## config.mk

```make
export PLATFORM = sky130hd
export DESIGN_NAME = ntru_load_ctrl_flat
export DESIGN_NICKNAME = d
export VERILOG_FILES = /design/src/rtl/ntru_pkg.sv /design/src/rtl/ntru_load_ctrl_if.sv /design/src/rtl/ntru_coef_unpack.sv /design/src/rtl/ntru_load_ctrl.sv /design/src/flat_wrapper.sv
export SDC_FILE = /design/constraint.sdc
export NUM_CORES = 1
export LEC_CHECK = 0
export CORE_MARGIN = 3
export CORE_UTILIZATION = 47
export DETAILED_ROUTE_END_ITERATION = 10
export PLACE_DENSITY = 0.77
export SLEW_MARGIN = 10
export SYNTH_ARGS = -nofsm -noshare
export SYNTH_HDL_FRONTEND = slang
export SYNTH_SLANG_ARGS = --single-unit
```

## constraint.sdc

```tcl
create_clock -name clk -period 2 [get_ports clk]
set_clock_uncertainty 0.15 [all_clocks]
set_input_delay 0.2 -clock clk [delete_from_list [all_inputs] [get_ports clk]]
set_output_delay 0.2 -clock clk [all_outputs]
set_load 0.005 [all_outputs]
```

## src/rtl/ntru_pkg.sv

```systemverilog
// ntru_pkg: shared NTRU multiplier defaults, width helper, r encoding
// and the loader state type.
package ntru_pkg;

    localparam int N_DEF = 541;
    localparam int Q_DEF = 2048;
    localparam int P_DEF = 3;

    // Bit-length of x: number of bits needed to hold the value x.
    function automatic int clog2(input int x);
        int b;
        b = 0;
        for (int i = 0; i < 31; i++) begin
            if ((x >> i) != 0) begin
                b = i + 1;
            end
        end
        return b;
    endfunction

    localparam int WH = clog2(Q_DEF - 1);
    localparam int WR = clog2(P_DEF - 1);

    localparam logic [1:0] R_ZERO = 2'd0;
    localparam logic [1:0] R_POS  = 2'd1;
    localparam logic [1:0] R_NEG  = 2'd2;

    typedef enum logic [2:0] {
        LOAD_H = 3'd0,
        LOAD_R = 3'd1,
        ARM    = 3'd2,
        RUN    = 3'd3,
        DONE   = 3'd4
    } state_t;

endpackage

```

## src/rtl/ntru_load_ctrl_if.sv

```systemverilog
// ntru_load_ctrl_if: AXI4-Stream coefficient channel into the loader.
// master drives data/valid/last, slave returns ready.
interface ntru_load_ctrl_if #(
    parameter int TW = 16
);
    logic [TW-1:0] tdata;
    logic          tvalid;
    logic          tlast;
    logic          tready;

    modport master (
        output tdata,
        output tvalid,
        output tlast,
        input  tready
    );

    modport slave (
        input  tdata,
        input  tvalid,
        input  tlast,
        output tready
    );
endinterface

```

## src/rtl/ntru_coef_unpack.sv

```systemverilog
// ntru_coef_unpack: splits a stream word into the h field or the ternary
// r code, flags nonzero r and out-of-range words.
module ntru_coef_unpack
    import ntru_pkg::*;
#(
    parameter int TW = 16,
    parameter int HW = 11,
    parameter int RW = 2
) (
    input  logic [TW-1:0] i_tdata,
    input  logic          i_is_r,
    output logic [HW-1:0] o_h,
    output logic [RW-1:0] o_r,
    output logic          o_nz,
    output logic          o_bad
);

    logic [RW-1:0] w_code;
    logic          w_hi_h;
    logic          w_hi_r;
    logic          w_inv;

    // Field extraction; the unused r code is folded to zero.
    always_comb begin
        w_code = i_tdata[RW-1:0];
        w_hi_h = |(i_tdata >> HW);
        w_hi_r = |(i_tdata >> RW);
        w_inv  = (w_code != RW'(R_ZERO))
              && (w_code != RW'(R_POS))
              && (w_code != RW'(R_NEG));
        o_h    = i_tdata[HW-1:0];
        o_r    = w_inv ? RW'(R_ZERO) : w_code;
        o_nz   = !w_inv && (w_code != RW'(R_ZERO));
        o_bad  = i_is_r ? (w_hi_r || w_inv) : w_hi_h;
    end

endmodule

```

## src/rtl/ntru_load_ctrl.sv

```systemverilog
// ntru_load_ctrl: loads h then r from one AXI4-Stream into the multiplier
// memories, counts nonzero r, then requests start. Option: NTRU_LOAD_CHECK_EN.
module ntru_load_ctrl
    import ntru_pkg::*;
#(
    parameter  int N  = N_DEF,
    parameter  int q  = Q_DEF,
    parameter  int p  = P_DEF,
    parameter  int TW = 16,
    localparam int AW = clog2(N - 1),
    localparam int HW = clog2(q - 1),
    localparam int RW = clog2(p - 1),
    localparam int CW = clog2(N)
) (
    input  logic            clk,
    input  logic            rst,
    ntru_load_ctrl_if.slave s_axis,
    output logic            h_we,
    output logic [AW-1:0]   h_addr,
    output logic [HW-1:0]   h_din,
    output logic            r_we,
    output logic [AW-1:0]   r_addr,
    output logic [RW-1:0]   r_din,
    output logic [CW-1:0]   nnz,
    output logic            start_op,
    input  logic            end_op,
    output logic            err
);

    state_t        r_state;
    logic [AW-1:0] r_cnt;
    logic          r_h_we;
    logic [AW-1:0] r_h_addr;
    logic [HW-1:0] r_h_din;
    logic          r_r_we;
    logic [AW-1:0] r_r_addr;
    logic [RW-1:0] r_r_din;
    logic [CW-1:0] r_nnz;

    logic          w_ready;
    logic          w_hs;
    logic          w_is_r;
    logic          w_last_cnt;
    logic [HW-1:0] w_h;
    logic [RW-1:0] w_r;
    logic          w_nz;
    logic          w_bad;

    ntru_coef_unpack #(
        .TW (TW),
        .HW (HW),
        .RW (RW)
    ) u_unpack (
        .i_tdata (s_axis.tdata),
        .i_is_r  (w_is_r),
        .o_h     (w_h),
        .o_r     (w_r),
        .o_nz    (w_nz),
        .o_bad   (w_bad)
    );

    // Handshake qualifiers derived from the current state and beat count.
    always_comb begin
        w_ready    = (r_state == LOAD_H) || (r_state == LOAD_R);
        w_is_r     = (r_state == LOAD_R);
        w_hs       = s_axis.tvalid && w_ready;
        w_last_cnt = (r_cnt == AW'(N - 1));
    end

    assign s_axis.tready = w_ready;
    assign start_op      = (r_state == RUN);

    // Load sequencing: beat counter per polynomial and phase transitions.
    always_ff @(posedge clk) begin
        if (rst) begin
            r_state <= LOAD_H;
            r_cnt   <= '0;
        end else begin
            case (r_state)
                LOAD_H: begin
                    if (w_hs) begin
                        if (w_last_cnt) begin
                            r_cnt   <= '0;
                            r_state <= LOAD_R;
                        end else begin
                            r_cnt <= r_cnt + AW'(1);
                        end
                    end
                end
                LOAD_R: begin
                    if (w_hs) begin
                        if (w_last_cnt) begin
                            r_cnt   <= '0;
                            r_state <= ARM;
                        end else begin
                            r_cnt <= r_cnt + AW'(1);
                        end
                    end
                end
                ARM: begin
                    r_state <= RUN;
                end
                RUN: begin
                    if (end_op) begin
                        r_state <= DONE;
                    end
                end
                DONE: begin
                    r_state <= DONE;
                end
                default: begin
                    r_state <= LOAD_H;
                    r_cnt   <= '0;
                end
            endcase
        end
    end

    // Registered memory write ports: one strobe cycle per accepted beat.
    always_ff @(posedge clk) begin
        if (rst) begin
            r_h_we   <= 1'b0;
            r_h_addr <= '0;
            r_h_din  <= '0;
            r_r_we   <= 1'b0;
            r_r_addr <= '0;
            r_r_din  <= '0;
        end else begin
            r_h_we <= w_hs && !w_is_r;
            r_r_we <= w_hs && w_is_r;
            if (w_hs && !w_is_r) begin
                r_h_addr <= r_cnt;
                r_h_din  <= w_h;
            end
            if (w_hs && w_is_r) begin
                r_r_addr <= r_cnt;
                r_r_din  <= w_r;
            end
        end
    end

    // Nonzero r count, saturating at N; lands with the matching r write.
    always_ff @(posedge clk) begin
        if (rst) begin
            r_nnz <= '0;
        end else if (w_hs && w_is_r && w_nz && (r_nnz != CW'(N))) begin
            r_nnz <= r_nnz + CW'(1);
        end
    end

    assign h_we   = r_h_we;
    assign h_addr = r_h_addr;
    assign h_din  = r_h_din;
    assign r_we   = r_r_we;
    assign r_addr = r_r_addr;
    assign r_din  = r_r_din;
    assign nnz    = r_nnz;

`ifdef NTRU_LOAD_CHECK_EN
    logic r_err;
    logic w_final;
    logic w_frame_bad;

    // The final beat of the frame is the last r coefficient.
    always_comb begin
        w_final     = w_is_r && w_last_cnt;
        w_frame_bad = (s_axis.tlast != w_final);
    end

    // Sticky error on framing or range violations; load carries on.
    always_ff @(posedge clk) begin
        if (rst) begin
            r_err <= 1'b0;
        end else if (w_hs && (w_bad || w_frame_bad)) begin
            r_err <= 1'b1;
        end
    end

    assign err = r_err;
`else
    logic w_unused;

    assign w_unused = &{1'b0, s_axis.tlast, w_bad};
    assign err      = 1'b0;
`endif

endmodule

```

## src/flat_wrapper.sv

```systemverilog
// flat-port wrapper written by rule: the top's interface ports become plain ports
module ntru_load_ctrl_flat import ntru_pkg::*;
#(
    parameter  int N  = N_DEF,
    parameter  int q  = Q_DEF,
    parameter  int p  = P_DEF,
    parameter  int TW = 16,
    localparam int AW = clog2(N - 1),
    localparam int HW = clog2(q - 1),
    localparam int RW = clog2(p - 1),
    localparam int CW = clog2(N)
)
  (clk, rst, h_we, h_addr, h_din, r_we, r_addr, r_din, nnz, start_op, end_op, err, s_axis_tdata, s_axis_tvalid, s_axis_tlast, s_axis_tready);
  ntru_load_ctrl_if #(.TW(TW)) s_axis_i ();
  input  logic clk;
  input  logic rst;
  output logic h_we;
  output logic [AW-1:0] h_addr;
  output logic [HW-1:0] h_din;
  output logic r_we;
  output logic [AW-1:0] r_addr;
  output logic [RW-1:0] r_din;
  output logic [CW-1:0] nnz;
  output logic start_op;
  input  logic end_op;
  output logic err;
  input wire logic [$bits(s_axis_i.tdata)-1:0] s_axis_tdata;
  input wire logic [$bits(s_axis_i.tvalid)-1:0] s_axis_tvalid;
  input wire logic [$bits(s_axis_i.tlast)-1:0] s_axis_tlast;
  output wire logic [$bits(s_axis_i.tready)-1:0] s_axis_tready;
  assign s_axis_i.tdata = s_axis_tdata;
  assign s_axis_i.tvalid = s_axis_tvalid;
  assign s_axis_i.tlast = s_axis_tlast;
  assign s_axis_tready = s_axis_i.tready;
  ntru_load_ctrl #(.N(N), .q(q), .p(p), .TW(TW)) u_core (.clk(clk), .rst(rst), .s_axis(s_axis_i), .h_we(h_we), .h_addr(h_addr), .h_din(h_din), .r_we(r_we), .r_addr(r_addr), .r_din(r_din), .nnz(nnz), .start_op(start_op), .end_op(end_op), .err(err));
endmodule
```

# Word-level counts from Yosys, hierarchy flattened
# Cells that the tools add are included.
dict set report word_totals {
  register_bits 58
  latch_bits 0
  ram_bits 0
  romBits 0
  input_bits 21
  out_inout_bits 48
  wordCells 53
  mem_count 0
}
dict set report classes {
  add_sub_neg 2
  n_mul 0
  n_div 0
  order_cmp 0
  eq_ne 14
  shift 0
  n_mux 10
  bitwise_logic 1
  reduce_logical 17
}
# cell count
set ops {}
lappend ops {{$add 10x1->10 const B} 2}
lappend ops {{$mux 10} 2}
lappend ops {{$pmux 10 s2} 1}
lappend ops {{$mux 3} 5}
lappend ops {{$pmux 3 s5} 1}
lappend ops {{$ne 2x1->1 const B} 6}
lappend ops {{$eq 10x10->1 const B} 1}
lappend ops {{$ne 10x10->1 const B} 1}
lappend ops {{$logic_and 1x1->1} 8}
lappend ops {{$eq 3x2->1 const B} 2}
lappend ops {{$reduce_and 5->1} 1}
lappend ops {{$ne 2x2->1 const B} 2}
lappend ops {{$eq 3x1->1 const B} 1}
lappend ops {{$eq 3x3->1 const B} 1}
lappend ops {{$logic_not 3->1} 1}
lappend ops {{$reduce_or 3->1} 1}
lappend ops {{$logic_not 1->1} 2}
lappend ops {{$mux 2} 1}
lappend ops {{$reduce_and 2->1} 1}
lappend ops {{$reduce_bool 2->1} 1}
lappend ops {{$reduce_or 2->1} 1}
lappend ops {{$logic_or 1x1->1} 1}
lappend ops {{$not 1->1} 1}

# Logic depth before layout (Yosys ltp)
dict set report logic_depth {
  ltp_word 7
  depth_mapped 7
  depth_no_buf 6
}

# Cells and area by module
# A second synthesis with hierarchy kept.
dict set report unflattened {
  hier_cells 322
  hier_area_um2 2645.0
}
# mod n_inst cells_each area_each_um2 seq_area_each_um2
set modules_own_cells {}
lappend modules_own_cells {ntru_load_ctrl 1 299 2468.6 1161.1}
lappend modules_own_cells {ntru_coef_unpack 1 23 176.4 0.0}

# Worst setup path after synthesis
# OpenSTA, ideal clock, no wires.
dict set report synth_timing {
  kind {register to register}
  start {register u_core.r_state[0]}
  end {register u_core.r_nnz[9] (netlist: u_core.nnz[9])}
  setup_time_ns 0.070
  arrival_ns 1.644
  required_ns 1.780
  setup_slack_ns 0.136
  path_stages_with_launch 7
  n_path_buf 2
  period_less_slack_ns 1.864
  path_cell_list {dfxtp_1 -> buf_4 -> nand4bb_1 -> buf_2 -> or4_4 -> or3_1 -> a21oi_1}
}
dict set report synth_between {
  elab_chain_len 6
  word_cells_on_any_way 7
  classes_between {eq/ne: 1; reduce/logical: 6}
}
# element line_no
set synth_lines {}
lappend synth_lines {{start: declaration} ntru_load_ctrl.sv:30} ;# state_t r_state;
lappend synth_lines {{start signal: assignment} ntru_load_ctrl.sv:76} ;# r_state <= LOAD_H;
lappend synth_lines {{start signal: assignment} ntru_load_ctrl.sv:84} ;# r_state <= LOAD_R;
lappend synth_lines {{start signal: assignment} ntru_load_ctrl.sv:94} ;# r_state <= ARM;
lappend synth_lines {{$eq 3x1->1 / $logic_not 3->1 (equally long branches)} {ntru_load_ctrl.sv:64, ntru_load_ctrl.sv:65}}
lappend synth_lines {{$logic_or 1x1->1} ntru_load_ctrl.sv:64} ;# w_ready = (r_state == LOAD_H) || (r_state == LOAD_R);
lappend synth_lines {{$logic_and 1x1->1} ntru_load_ctrl.sv:66} ;# w_hs = s_axis.tvalid && w_ready;
lappend synth_lines {{$logic_and 1x1->1 * (3 in a row)} ntru_load_ctrl.sv:146} ;# end else if (w_hs && w_is_r && w_nz && (r_nnz != CW'(N))) begin
lappend synth_lines {{end signal: assignment} ntru_load_ctrl.sv:147} ;# r_nnz <= r_nnz + CW'(1);
lappend synth_lines {{end: declaration} ntru_load_ctrl.sv:38} ;# logic [CW-1:0] r_nnz;
# Mark *: on every way between the ends. The rest lies on a longest branch, timed or not.
# A chain may end at the register's enable or synchronous reset.

# Final worst setup path
dict set report layout_timing {
  start {register u_core.r_state[2]}
  end {register u_core.r_nnz[9] (netlist: u_core.nnz[9])}
}
# The elaborated chain is that of the path after synthesis.

==> flow_summary_export.csv <==
group,metric,value,unit
die,die_y,77.83,um
clocking,postCtsSetupBuffers,0,
logic_synthesis,seq_area_frac_synth,47.88,%
worst_setup_path,max_stage_delay,0.57,ns
worst_setup_path,start_kind,"flip-flop",
logic_synthesis,synthFlopType,"dfxtp_1",
logic_synthesis,ys_ff_latch,58,
logic_synthesis,asyncSetResetFlopFracSynth,0,%
placed_design,port_buffers,61,
worst_setup_path,crit_buf_inv,0,
die,pin_count,69,
placed_design,dp_slack,-0.3516,ns
job,maxCapViolCount,0,
worst_hold_path,min_to,"u_core.h_addr[3]",
grt,grt_overflow,0,
clocking,cts.repair.resized,1,
route,wire_per_inst,13.30,um
worst_setup_path,cp.required,2.13,ns
logic_synthesis,synth_simple_gate_area_share,24.05,%
status,status,"finished, final reports clean",
worst_setup_path,crit_chain,"nand4bb_1, or4_4, or3_1, a21oi_1",
logic_synthesis,synthAdderAreaFrac,3.096,%
worst_setup_path,r2r_cells,4,
worst_hold_path,holdPathStages,2,
route,route.detailed.drc,0,
clocking,cts_hold_buf,0,
worst_setup_path,worstSetupEndpointType,"flip-flop",
layout,syn2layout_area_growth,41.33,%
route,vias_per_cell,5.244,
logic_synthesis,synth_nets,320,
worst_setup_path,crit_type,"reg -> reg",
logic_synthesis,muxShareOfSynthArea,0.4128,%
power_and_ir_drop,power,2.422,mW
clocking,tritoncts,"yes",
layout,n_antenna_cell,0,
die,start_util,50.01,%
die,core-area,0.004848,mm^2
power_and_ir_drop,power.density,706.7,mW/mm^2
layout,multiInputGateArea,0.001176,mm^2
logic_synthesis,syn_inst,293,
timing,rsz0062_at_grt,"false",
logic_synthesis,yosys_warnings,0,
clocking,numCtsBuffers,9,
layout,layout.nets,394,
grt,grt_max_degree,41,
clocking,clk_latency,0.34,ns
placed_design,place_congestion,0.8215,
timing,hold_viol,0,
worst_setup_path,worstPathArrival,2.03,ns
logic_synthesis,synth_edf_count,0,
route,routed_wl,5840,um
worst_setup_path,rr_endpoint,"u_core.nnz[9]",
worst_setup_path,reg2reg_from,"u_core.r_state[2]",
grt,antenna_found_initial,0,
worst_hold_path,hold_path.class,"in -> reg",
grt,grt_pass1_wl,9922,um
timing,hold_ws,0.01383,ns
die,dieArea,0.006057,mm^2
timing,drv_slew,0,
clocking,clk_pin_slew,0.07,ns
die,rows,25,
layout,fillerInstances,385,
logic_synthesis,synth_top_family_by_area,"simple AND/OR/NAND/NOR gates",
clocking,clock-sinks,58,
route,drtAntennaViolNets,0,
power_and_ir_drop,ir_drop,0.6596,mV
timing,post-route-period-util,95.32,%
worst_hold_path,hold_start,"rst",
timing,fmax,524.6,MHz
logic_synthesis,synth_xor_xnor_area_share,2.890,%
timing,period_minus_slack,1.906,ns
route,vias,2302,
logic_synthesis,synth.distinct_cells,42,
placed_design,hpwl,4101,um
power_and_ir_drop,power_leakage,1.223,nW
grt,grtUsageTotal,20.40,%
die,fp.dieW,77.83,um
route,initialDrtViolationCount,111,
clocking,cts-root-buf,"clkbuf_8",
worst_setup_path,critical_path_peak_fanout,5,
clocking,htree_levels,3,
worst_setup_path,r2r_slack,0.09,ns
layout,drive_above_1_share,12.37,%
placed_design,dpl_cell_area,0.003203,mm^2
timing,setup-violations-final,0,
layout,final_area,0.003427,mm^2
placed_design,placed_cells,423,
worst_setup_path,crit_family,"simple AND/OR/NAND/NOR gates",
layout,fin_cells,439,
timing,setup_slack,0.09369,ns
clocking,clk_path_buf_depth,2,
route,dr.pass1.iters,4,
grt,grt_pass1_vias,2201,
logic_synthesis,netlist_area,0.002425,mm^2
logic_synthesis,synth_compound_area_share,16.67,%
layout,regArea,0.001164,mm^2
logic_synthesis,synth_area_per_cell,8.276,um^2
worst_setup_path,slowest_stage,"or4_4",
[report_power, final]
group	switching (mW)	internal (mW)	leakage [nW]
clock	0.461	0.604	0.103
combinational	0.0795	0.0924	0.649
sequential	0.00971	1.18	0.471
total	0.550	1.87	1.22
[logic make-up (layout without fill, tap and decap cells)]
logic type,count (synthesis),after routing
buffers and inverters,27,106
muxes,1,1
other,1,1
adders and majority gates,6,6
AOI/OAI and AO/OA,71,71
DFF,58,58
and+or+nand+nor,121,121
xor gates and xnor gates,8,8
[worst max-delay path by stage]
stage,to,from,depth (start not counted),slack [ns]
2_1_floorplan,u_core.nnz[9],u_core.r_state[0],6,0.14
3_3_place_gp,u_core.nnz[9],s_axis_tdata[0],6,-0.31
3_5_place_dp,u_core.nnz[9],s_axis_tdata[0],6,-0.35
4_1_cts,start_op,u_core.r_state[0],3,0.007
5_1_grt,u_core.nnz[8],u_core.r_state[2],4,0.002
6_report,u_core.nnz[9],u_core.r_state[2],4,0.09
[synthesized netlist by cell type, drive strengths merged (2+ instances only)]
| master | n | area (um^2) |
|---|---|---|
| nand2 | 73 | 274.0 |
| dfxtp | 58 | 1161 |
| a21oi | 48 | 240.2 |
| clkbuf | 14 | 52.55 |
| nor2 | 12 | 45.04 |
| inv | 8 | 30.03 |
| o21ai | 8 | 40.04 |
| or4 | 7 | 56.30 |
| ha | 6 | 75.07 |
| or3 | 6 | 37.54 |
| buf | 5 | 35.02 |
| o31ai | 5 | 37.54 |
| xor2 | 5 | 43.79 |
| o2111ai | 4 | 35.03 |
| and4 | 3 | 26.28 |
| nand3 | 3 | 15.01 |
| xnor2 | 3 | 26.28 |
| and2 | 2 | 12.51 |
| nor3 | 2 | 10.01 |
| nor4bb | 2 | 20.02 |
| o211ai | 2 | 15.01 |
[flip-flops by register name, summed over array words and instances, names as in the netlist]
register	cells
u_core.h_we	1
u_core.r_addr	10
u_core.nnz	10
u_core.r_cnt	10
u_core.r_we	1
u_core.h_din	11
u_core.r_din	2
u_core.h_addr	10
u_core.r_state	3
[metal layers]
layer / track usage [%] / vias to the layer above / wire length, um
met4: 8.897 / 0 / 78
met3: 4.524 / 9 / 268
met1: 24.84 / 1084 / 2628
li1: - / 1158 / -
met5: 0 / - / 0
met2: 34.33 / 51 / 2864
[worst register-to-register path: stages (launching register included)]
cell	delay, ns
dfxtp_1	0.35
nand4bb_1	0.29
or4_4	0.57
or3_1	0.36
a21oi_1	0.14
[through the flow]
stage                     utilization, %  setup TNS [ns]
after global placement             66.06          -1.930
after detailed placement           66.06          -2.235
after floorplan                        -               0
after CTS                          70.19               0
after global routing               70.68               0
final                              70.68               0
[cell type report]
| type | instances | share of cell area [%] |
|---|---|---|
| Tap cell | 67 | 2.446 |
| Multi-Input combinational cell | 208 | 34.32 |
| Timing Repair Buffer | 82 | 22.71 |
| Clock inverter | 5 | 1.570 |
| Inverter | 8 | 0.8762 |
| Clock buffer | 11 | 4.126 |
| Sequential cell | 58 | 33.95 |
[placed cells by master, fill, tap and decap left out, types with 2 or more instances in the layout]
| cell | synthesis | routed |
|---|---|---|
| clkdlybuf4s50_1 | 0 | 59 |
| nand3_1 | 3 | 3 |
| xor2_1 | 5 | 5 |
| clkbuf_8 | 0 | 10 |
| inv_1 | 8 | 8 |
| and2_1 | 2 | 2 |
| and4_1 | 3 | 3 |
| nor4bb_1 | 2 | 2 |
| a21oi_1 | 48 | 48 |
| or3_1 | 6 | 6 |
| ha_1 | 6 | 5 |
| dfxtp_1 | 58 | 56 |
| nand2_1 | 73 | 73 |
| buf_4 | 2 | 20 |
| nor2_1 | 12 | 12 |
| o31ai_1 | 5 | 5 |
| nor3_1 | 2 | 2 |
| o21ai_0 | 8 | 8 |
| clkinv_2 | 0 | 3 |
| dfxtp_2 | 0 | 2 |
| or4_1 | 6 | 6 |
| o2111ai_1 | 4 | 4 |
| o211ai_1 | 2 | 2 |
| xnor2_1 | 3 | 3 |
Power figures use the tool's default switching activity.
